### config.mk
export PLATFORM = sky130hd
export DESIGN_NAME = time_setter
export DESIGN_NICKNAME = d
export VERILOG_FILES = /design/src/rtl/time_setter.sv
export SDC_FILE = /design/constraint.sdc
export NUM_CORES = 1
export LEC_CHECK = 0
export ABC_AREA = 1
export CAP_MARGIN = 5
export CORE_MARGIN = 2
export CORE_UTILIZATION = 51
export CTS_BUF_LIST = sky130_fd_sc_hd__clkbuf_2
export DETAILED_ROUTE_END_ITERATION = 16
export GPL_TIMING_DRIVEN = 0
export PLACE_DENSITY = 0.91
export SYNTH_ARGS = -nofsm -noshare
export SYNTH_HDL_FRONTEND = slang
export SYNTH_SLANG_ARGS = --single-unit
### constraint.sdc
create_clock -name clk -period 3 [get_ports clk]
set_input_delay 0.3 -clock clk [delete_from_list [all_inputs] [get_ports clk]]
set_output_delay 0.3 -clock clk [all_outputs]
set_load 0.01 [all_outputs]
### src/rtl/time_setter.sv
// Time-entry editor: preloads the running time when the mode FSM enters the set state,
// edits hours/minutes/seconds field by field, and pulses commit once on completion.
module time_setter #(
  parameter logic [2:0] SET_STATE  = 3'b010,
  parameter int         NUM_FIELDS = 3,
  parameter int         HOUR_MAX   = 23,
  parameter int         MIN_MAX    = 59,
  parameter int         SEC_MAX    = 59
) (
  input  logic       clk,
  input  logic       rst,
  input  logic [2:0] state,
  input  logic       nxt_but,
  input  logic       load_but,
  input  logic       inc_but,
  input  logic       dec_but,
  input  logic [5:0] in_time,
  input  logic [4:0] cur_hours,
  input  logic [5:0] cur_minutes,
  input  logic [5:0] cur_seconds,
  output logic [4:0] hours,
  output logic [5:0] minutes,
  output logic [5:0] seconds,
  output logic [1:0] field,
  output logic       editing,
  output logic       commit
);

  // state | meaning
  // IDLE  | not in set mode; buttons ignored, edit registers hold
  // EDIT  | user edits the selected field
  // DONE  | committed; waits for the mode FSM to leave the set state
  typedef enum logic [1:0] {
    IDLE = 2'd0,
    EDIT = 2'd1,
    DONE = 2'd2
  } fsm_t;

  localparam logic [5:0] HOUR_LIM   = 6'(HOUR_MAX);
  localparam logic [5:0] MIN_LIM    = 6'(MIN_MAX);
  localparam logic [5:0] SEC_LIM    = 6'(SEC_MAX);
  localparam logic [1:0] LAST_FIELD = 2'(NUM_FIELDS - 1);

  fsm_t fsm_q;

  logic nxt_q, load_q, inc_q, dec_q;
  logic nxt_edge, load_edge, inc_edge, dec_edge;
  logic in_set;

  logic [5:0] cur_val;
  logic [5:0] max_val;
  logic [5:0] act_val;
  logic       edit_hit;

  assign nxt_edge  = nxt_but  & ~nxt_q;
  assign load_edge = load_but & ~load_q;
  assign inc_edge  = inc_but  & ~inc_q;
  assign dec_edge  = dec_but  & ~dec_q;
  assign edit_hit  = load_edge | inc_edge | dec_edge;
  assign in_set    = (state == SET_STATE);

  // New value for the selected field; the load clamp compares all 6 switch bits.
  always_comb begin
    cur_val = '0;
    max_val = '0;
    case (field)
      2'd0: begin
        cur_val = {1'b0, hours};
        max_val = HOUR_LIM;
      end
      2'd1: begin
        cur_val = minutes;
        max_val = MIN_LIM;
      end
      default: begin
        cur_val = seconds;
        max_val = SEC_LIM;
      end
    endcase

    act_val = cur_val;
    if (load_edge) begin
      act_val = (in_time > max_val) ? max_val : in_time;
    end else if (inc_edge) begin
      act_val = (cur_val >= max_val) ? 6'd0 : cur_val + 6'd1;
    end else if (dec_edge) begin
      act_val = (cur_val == 6'd0) ? max_val : cur_val - 6'd1;
    end
  end

  always_ff @(posedge clk) begin
    if (rst) begin
      fsm_q   <= IDLE;
      hours   <= '0;
      minutes <= '0;
      seconds <= '0;
      field   <= '0;
      editing <= 1'b0;
      commit  <= 1'b0;
      nxt_q   <= 1'b0;
      load_q  <= 1'b0;
      inc_q   <= 1'b0;
      dec_q   <= 1'b0;
    end else begin
      nxt_q  <= nxt_but;
      load_q <= load_but;
      inc_q  <= inc_but;
      dec_q  <= dec_but;
      commit <= 1'b0;

      case (fsm_q)
        IDLE: begin
          if (in_set) begin
            fsm_q   <= EDIT;
            hours   <= cur_hours;
            minutes <= cur_minutes;
            seconds <= cur_seconds;
            field   <= '0;
            editing <= 1'b1;
          end
        end

        EDIT: begin
          if (!in_set) begin
            // Abort wins over any button edge seen on the same cycle.
            fsm_q   <= IDLE;
            editing <= 1'b0;
          end else begin
            if (edit_hit) begin
              case (field)
                2'd0:    hours   <= act_val[4:0];
                2'd1:    minutes <= act_val;
                default: seconds <= act_val;
              endcase
            end
            if (nxt_edge) begin
              if (field == LAST_FIELD) begin
                fsm_q   <= DONE;
                commit  <= 1'b1;
                editing <= 1'b0;
                if (NUM_FIELDS == 2) begin
                  seconds <= '0;
                end
              end else begin
                field <= field + 2'd1;
              end
            end
          end
        end

        DONE: begin
          if (!in_set) begin
            fsm_q <= IDLE;
          end
        end

        default: begin
          fsm_q   <= IDLE;
          editing <= 1'b0;
        end
      endcase
    end
  end

endmodule

==> qor.csv, run 1 <==
stage;metric;value;unit
drt;drt_iter0_drc;162;
place;post-place-ws;0.1875;ns
global_route;grt_pass1_wl;9363;um
floorplan;initial_core_util;0.5441;
drt;detail_route.wl_per_cell;13.48;um
timing;finalMaxSlewViolations;0;
timing;period_minus_slack;2.799;ns
clock_tree;ctsResizeCount;0;
drt;wl;5702;um
global_route;grt_antenna_before_repair;0;
cells_and_area;num_antenna_cells;0;
power_and_ir_drop;p_leak;1.276;nW
clock_tree;h-tree-depth;1;
setup_path;worstReg2RegEnd;minutes[2];
floorplan;die_x;67.20;um
clock_tree;path_clk_slew;0.24;ns
setup_path;critPathRequiredTime;3.34;ns
setup_path;path_delay_family;simple AND/OR/NAND/NOR gates;
power_and_ir_drop;total_power;0.002346;W
floorplan;rows;22;
setup_path;worstReg2RegStart;field[0];
synth;synth_seq_cells;27;
global_route;grt_use_total;0.2697;
setup_path;critPathLaunch;field[0];
place;placedInstanceArea;2618;um^2
cells_and_area;finalInstanceArea;2663;um^2
setup_path;path_buf_inv;5;
timing;max_slew.worst_pin.slew;0.4857;ns
synth;synth_flop_cell;dfxtp_1;
synth;synth.yosys.seq_area_share;0.2654;
power_and_ir_drop;internal-power;0.001162;W
job;drv_cap;0;
global_route;use_met1;0.3477;
worst_hold_path;hold_path_class;input port to register;
global_route;overflow;0;
timing;finalCritPeriodShare;0.9328;
floorplan;die-area;4516;um^2
place;port_buffers;52;
synth;yosysUniqueCellTypes;32;
global_route;grt_pass1_vias;2110;
place;place.detailed.hpwl;4547;um
setup_path;path_max_fanout;8;
synth;async_flop_share;0;
power_and_ir_drop;p_per_area;881.1;nW/um^2
synth;synth_fp_nets;360;
timing;rsz0062_at_grt;no;
run_status;status;finished clean;
drt;vias;2274;
setup_path;endpoint_kind;register;
setup_path;critPathKind;register to register;
setup_path;critical-path-max-stage-delay;0.43;ns
drt;ant_nets;0;
cells_and_area;fillCellCount;339;
timing;setup_viol;0;
place;gp_congestion;0.8822;
setup_path;crit_path_end;minutes[2];
global_route;top_usage_layer;met2;
global_route;met2_usage;0.4765;
synth;syn-cell-area;2037;um^2
timing;worst_clock_skew;0.02953;ns
timing;final.setup.tns;0;ns
setup_path;arrival;3.14;ns
power_and_ir_drop;ir_drop;0.5541;mV
floorplan;core;3744;um^2
drt;drc_errors;0;
timing;finalHoldViolations;0;
synth;ys_warn_count;0;
setup_path;cp_cell_sequence;inv_1, ha_1, buf_6, nand2_1, nand2_1, a21oi_4, inv_1, ha_1, a21oi_1, o21bai_1, nand3_1, nand2_2, inv_1, nand3_1, nand2_1, nand3_1, nand3_1, nand2_1, inv_1;
cells_and_area;syn_to_final_growth;30.71;%
setup_path;reg2reg_depth;19;
power_and_ir_drop;pwr-share-comb;0.685;
global_route;grt_max_degree;17;
timing;max_freq;357.3;MHz
global_route;grt.met3_usage;0.03167;
cells_and_area;fin_nets;420;
clock_tree;insertion_delay;0.39;ns
setup_path;r2r_setup_slack;0.20;ns
power_and_ir_drop;p_seq_frac;0.252;
power_and_ir_drop;p_clk_frac;0.063;
synth;synthCells;316;
floorplan;die-height;67.20;um
setup_path;cpMaxStageDelayCell;dfxtp_1;
floorplan;io_pins;53;
synth;avgSynthCellArea;6.446;um^2
drt;drtPass1Iterations;5;
clock_tree;clk_path_buf_depth;2;
cells_and_area;drive_gt1_frac;0.08800;
synth;synth_edf_count;0;
clock_tree;root_buffer;clkbuf_2;
timing;layout_setup_ws;0.2015;ns
setup_path;critPathLaunchType;register;
power_and_ir_drop;p_sw;0.001184;W
clock_tree;cts_sinks;27;
timing;relSlewSlack;0.6762;
drt;via_per_inst;5.376;
clock_tree;numCtsBuffers;3;
power_and_ir_drop;p_sw_frac;0.5046;
setup_path;cp.depth;19;
clock_tree;cts_tree;done;
[worst reg2reg max path, stage by stage, from the launching register on]
cell	delay, ns
dfxtp_1	0.43
inv_1	0.10
ha_1	0.30
buf_6	0.18
nand2_1	0.07
nand2_1	0.08
a21oi_4	0.18
inv_1	0.12
ha_1	0.25
a21oi_1	0.16
o21bai_1	0.07
nand3_1	0.09
nand2_2	0.09
inv_1	0.13
nand3_1	0.09
nand2_1	0.08
nand3_1	0.15
nand3_1	0.11
nand2_1	0.05
inv_1	0.05
[placed cells by master (no fill, tap or decap), types with 6 or more instances in the layout]
| cell | n |
|---|---|
| nor2_1 | 34 |
| dfxtp_1 | 27 |
| clkdlybuf4s50_1 | 52 |
| a21oi_1 | 47 |
| nand2_1 | 65 |
| ha_1 | 12 |
| o21ai_0 | 22 |
| inv_1 | 45 |
| nand3_1 | 17 |
| nand2_2 | 6 |
[what timing repair did]
action	4_1_cts	5_1_grt
buffers inserted	0	3
hold buffers	0	0
setup endpoints to repair	0	5
[synthesized netlist by cell type (2+ instances only)]
cell type	n	area [um^2]
xor2_1	3	26.28
o21ai_1	2	10.01
nand4_1	2	12.51
clkbuf_1	4	15.01
buf_6	2	22.52
a211oi_1	3	22.52
nand3_1	17	85.08
o21ai_0	22	110.1
nand2_2	6	37.54
dfxtp_1	27	540.5
a21oi_1	47	235.2
nand2_1	65	244.0
nor2_1	34	127.6
inv_1	45	168.9
nor2_2	4	25.02
nand2_4	4	45.04
ha_1	12	150.1
nor3_1	2	10.01
inv_2	2	7.510
[state kept, by name, summed over array words and instances (netlist names)]
name / count
commit: 1
dec_q: 1
editing: 1
field: 2
fsm_q: 2
hours: 5
inc_q: 1
load_q: 1
minutes: 6
nxt_q: 1
seconds: 6
[metrics by stage]
| stage | cells | utilization | hold slack, ns |
|---|---|---|---|
| 2_1_floorplan | 316 | - | 0.4070 |
| 3_3_place_gp | 416 | 0.6992 | 0.4788 |
| 3_5_place_dp | 416 | 0.6992 | 0.4887 |
| 4_1_cts | 420 | 0.7052 | 0.4291 |
| 5_1_grt | 423 | 0.7112 | 0.4363 |
| 6_report | 423 | 0.7112 | 0.4362 |
[power groups by stage]
stage / combinational (W) / sequential [W] / clock [W]
6_report: 0.00161 / 0.000591 / 0.000148
2_1_floorplan: 0.00101 / 0.000625 / 0
4_1_cts: 0.00156 / 0.000586 / 0.000148
5_1_grt: 0.00178 / 0.000605 / 0.000163
3_3_place_gp: 0.00151 / 0.000591 / 0
3_5_place_dp: 0.00155 / 0.000592 / 0
[worst min-delay path by stage]
stage          cells past startpoint    start     end
6_report                           3  dec_but   dec_q
5_1_grt                            3  dec_but   dec_q
4_1_cts                            3  inc_but   inc_q
3_5_place_dp                       3    nxt_q  commit
3_3_place_gp                       3    nxt_q  commit
2_1_floorplan                      2  dec_but   dec_q
[per-layer routing]
metal / routed length, um / vias up / share of wire
li1: - / 1143 / -
met1: 2552 / 1035 / 0.45
met2: 2757 / 87 / 0.48
met3: 331 / 9 / 0.058
met4: 61 / 0 / 0.011
met5: 0 / - / 0
[logic make-up after synthesis]
kind of cell | Yosys count | share of synthesized area
flops | 27 | 0.2654
compound gates | 80 | 0.2175
buf+inv | 54 | 0.1069
xor+xnor | 3 | 0.01290
simple gates | 140 | 0.3237
fa+ha+maj | 12 | 0.07371
[final cells by class]
| cell class | count | area, um^2 | area share |
|---|---|---|---|
| multi-input cells | 235 | 1279 | 0.4803 |
| repair buffers | 55 | 543.0 | 0.2039 |
| flip-flops and latches | 27 | 540.5 | 0.2030 |
| inverters | 48 | 180.2 | 0.06767 |
| well taps | 48 | 60.06 | 0.02256 |
| plain buffers | 6 | 37.54 | 0.01410 |
| clock buffers | 3 | 15.01 | 0.005639 |
| clock inverters | 1 | 7.507 | 0.002820 |
Power figures use the tool's default switching activity.
==> run 2, diff against run 1 <==
--- a/config.mk
+++ b/config.mk
@@ -7,12 +7,12 @@
 export LEC_CHECK = 0
 export ABC_AREA = 1
 export CAP_MARGIN = 5
-export CORE_MARGIN = 2
 export CORE_UTILIZATION = 51
 export CTS_BUF_LIST = sky130_fd_sc_hd__clkbuf_2
+export CTS_CLUSTER_SIZE = 16
 export DETAILED_ROUTE_END_ITERATION = 16
 export GPL_TIMING_DRIVEN = 0
-export PLACE_DENSITY = 0.91
+export PLACE_DENSITY = 0.86
 export SYNTH_ARGS = -nofsm -noshare
 export SYNTH_HDL_FRONTEND = slang
 export SYNTH_SLANG_ARGS = --single-unit
==> qor.csv, run 2 (synthesized netlist as in run 1, its figures left out) <==
stage;metric;value;unit;change
power_and_ir_drop;p_seq_frac;0.252;;about the same
clock_tree;cts_hold_buffers;0;;unchanged
global_route;overflow;0;;unchanged
drt;drt_iter0_drc;192;;was 162
global_route;grt_use_total;0.2910;;was 0.2697
power_and_ir_drop;p_clk_frac;0.063;;about the same
clock_tree;numCtsBuffers;3;;unchanged
worst_hold_path;hold_start;nxt_but;;was dec_but
power_and_ir_drop;total_power;0.002365;W;was 0.002346 W
power_and_ir_drop;internal-power;0.001170;W;was 0.001162 W
job;drv_cap;0;;unchanged
clock_tree;h-tree-depth;1;;unchanged
drt;drtPass1Iterations;8;;was 5
setup_path;worstReg2RegStart;field[0];;unchanged
cells_and_area;final_cell_mix;nand2_1 (65), clkdlybuf4s50_1 (52), a21oi_1 (47);;unchanged
global_route;grt_max_degree;15;;was 17
place;gp_congestion;0.8920;;was 0.8822
floorplan;initial_core_util;0.5441;;unchanged
drt;vias;2353;;was 2,274
cells_and_area;final_common_cell;nand2_1;;unchanged
cells_and_area;top_regs;minutes: 6 flops, seconds: 6 flops, hours: 5 flops;;unchanged
setup_path;critical-path-max-stage-delay;0.40;ns;was 0.43 ns
worst_hold_path;whs_endpoint;nxt_q;;was dec_q
setup_path;cp_cell_sequence;inv_1, ha_2, buf_6, nor2_8, a21oi_4, inv_1, ha_1, a21oi_1, o21bai_1, nand3_1, nand2_2, inv_1, nand2_1, nor2_1, nor2_1, nand2_1, nand2_1, a21oi_1;;was inv_1, ha_1, buf_6, nand2_1, nand2_1, a21oi_4, inv_1, ha_1, a21oi_1, o21bai_1, nand3_1, nand2_2, inv_1, nand3_1, nand2_1, nand3_1, nand3_1, nand2_1, inv_1
clock_tree;cts_sinks;27;;unchanged
timing;finalHoldViolations;0;;unchanged
power_and_ir_drop;p_sw;0.001195;W;was 0.001184 W
floorplan;die-area;4251;um^2;was 4516 um^2
timing;final.setup.tns;0;ns;unchanged
cells_and_area;syn_to_final_growth;30.84;%;was 30.71%
timing;finalMaxSlewViolations;0;;unchanged
setup_path;endpoint_kind;register;;unchanged
floorplan;core;3744;um^2;unchanged
power_and_ir_drop;p_sw_frac;0.5054;;was 0.5046
global_route;grt_pass1_wl;9639;um;was 9363 um
timing;period_minus_slack;2.742;ns;was 2.799 ns
setup_path;arrival;3.07;ns;was 3.14 ns
power_and_ir_drop;ir_drop;0.5556;mV;was 0.5541 mV
drt;detail_route.wl_per_cell;13.81;um;was 13.48 um
timing;max_freq;364.7;MHz;was 357.3 MHz
timing;rsz0062_at_grt;no;;unchanged
drt;via_per_inst;5.563;;was 5.376
place;port_buffers;52;;unchanged
setup_path;reg2reg_depth;18;;was 19
floorplan;die_x;65.20;um;was 67.20 um
clock_tree;cts_tree;done;;unchanged
cells_and_area;num_antenna_cells;0;;unchanged
drt;wl;5841;um;was 5702 um
setup_path;critPathRequiredTime;3.32;ns;was 3.34 ns
setup_path;critPathKind;register to register;;unchanged
setup_path;worstReg2RegEnd;minutes[5];;was minutes[2]
setup_path;critPathLaunchType;register;;unchanged
drt;drc_errors;0;;unchanged
timing;setup_viol;0;;unchanged
setup_path;cpMaxStageDelayCell;dfxtp_2;;was dfxtp_1
global_route;grt_pass1_vias;2184;;was 2,110
timing;worst_clock_skew;0.02520;ns;was 0.02953 ns
timing;max_slew.worst_pin.slew;0.5064;ns;was 0.4857 ns
cells_and_area;fin_nets;420;;unchanged
drt;ant_nets;0;;unchanged
run_status;status;finished clean;;unchanged
cells_and_area;drive_gt1_frac;0.09600;;was 0.08800
timing;finalCritPeriodShare;0.9139;;was 0.9328
setup_path;path_max_fanout;8;;unchanged
setup_path;path_buf_inv;4;;was 5
floorplan;die-height;65.20;um;was 67.20 um
setup_path;path_delay_family;compound AO/OA/AOI/OAI gates;;was simple AND/OR/NAND/NOR gates
worst_hold_path;hold_path_class;input port to register;;unchanged
cells_and_area;fillCellCount;338;;was 339
power_and_ir_drop;pwr-share-comb;0.685;;about the same
floorplan;rows;22;;unchanged
global_route;grt_antenna_before_repair;0;;unchanged
setup_path;r2r_setup_slack;0.26;ns;was 0.20 ns
floorplan;io_pins;53;;unchanged
place;place.detailed.hpwl;4528;um;was 4547 um
clock_tree;insertion_delay;0.39;ns;about the same
clock_tree;root_buffer;clkbuf_2;;unchanged
worst_hold_path;holdPathStages;3;;unchanged
clock_tree;path_clk_slew;0.27;ns;was 0.24 ns
timing;relSlewSlack;0.6624;;was 0.6762
clock_tree;clk_path_buf_depth;2;;unchanged
power_and_ir_drop;p_leak;1.280;nW;was 1.276 nW
power_and_ir_drop;p_per_area;887.5;nW/um^2;was 881.1 nW/um^2
[run 2: layout make-up]
class	count	area, um^2	share of cell area
Inverter	48	180.2	0.06761
Multi-Input combinational cell	235	1281	0.4808
Timing Repair Buffer	55	543.0	0.2038
Buffer	6	37.54	0.01408
Clock buffer	4	20.02	0.007512
Sequential cell	27	543.0	0.2038
Tap cell	48	60.06	0.02254
[run 2: worst max-delay path by stage]
stage                 end  slack [ns]  cells after the start      from
2_1_floorplan  minutes[5]        0.58                     19  field[0]
3_3_place_gp   minutes[2]        0.30                     19  field[0]
3_5_place_dp   minutes[2]        0.18                     19  field[0]
4_1_cts        minutes[5]        0.11                     19  field[0]
5_1_grt          hours[2]        0.06                     18  field[0]
6_report       minutes[5]        0.26                     18  field[0]
[run 2: through the flow]
stage	instance area (um^2)	hold slack (ns)	util	worst slack, ns	std cells
after global placement	2618	0.4864	0.6992	0.3004	416
after CTS	2638	0.4057	0.7045	0.1069	420
final	2665	0.4025	0.7119	0.2583	423
after detailed placement	2618	0.4852	0.6992	0.1839	416
after global routing	2665	0.4056	0.7119	0.06462	423
after floorplan	2037	0.4070	-	0.5820	316
[run 2: what timing repair did]
item / 4_1_cts / 5_1_grt
endpoints found under the setup margin: 0 / 14
buffers inserted: 0 / 3
gates resized for setup: 0 / 3
[run 2: tightest hold or removal path, cell delays in order]
cell             delay [ns]
clkdlybuf4s50_1        0.39
inv_1                  0.07
nor2_1                 0.04
[run 2: routing by layer]
layer  wire length (um)  track usage  vias up
li1                   -            -     1142
met1               2492       0.3681     1073
met2               2785       0.5039      125
met3                458      0.03993       13
met4                106      0.09511        0
met5                  0            0        -
[run 2: power groups by stage]
stage                     registers [W]  clock network [W]  logic [W]
after floorplan                0.000625                  0    0.00101
after global placement         0.000598                  0    0.00150
after detailed placement       0.000597                  0    0.00156
after CTS                      0.000591           0.000148    0.00157
after global routing           0.000610           0.000162    0.00181
final                          0.000597           0.000149    0.00162
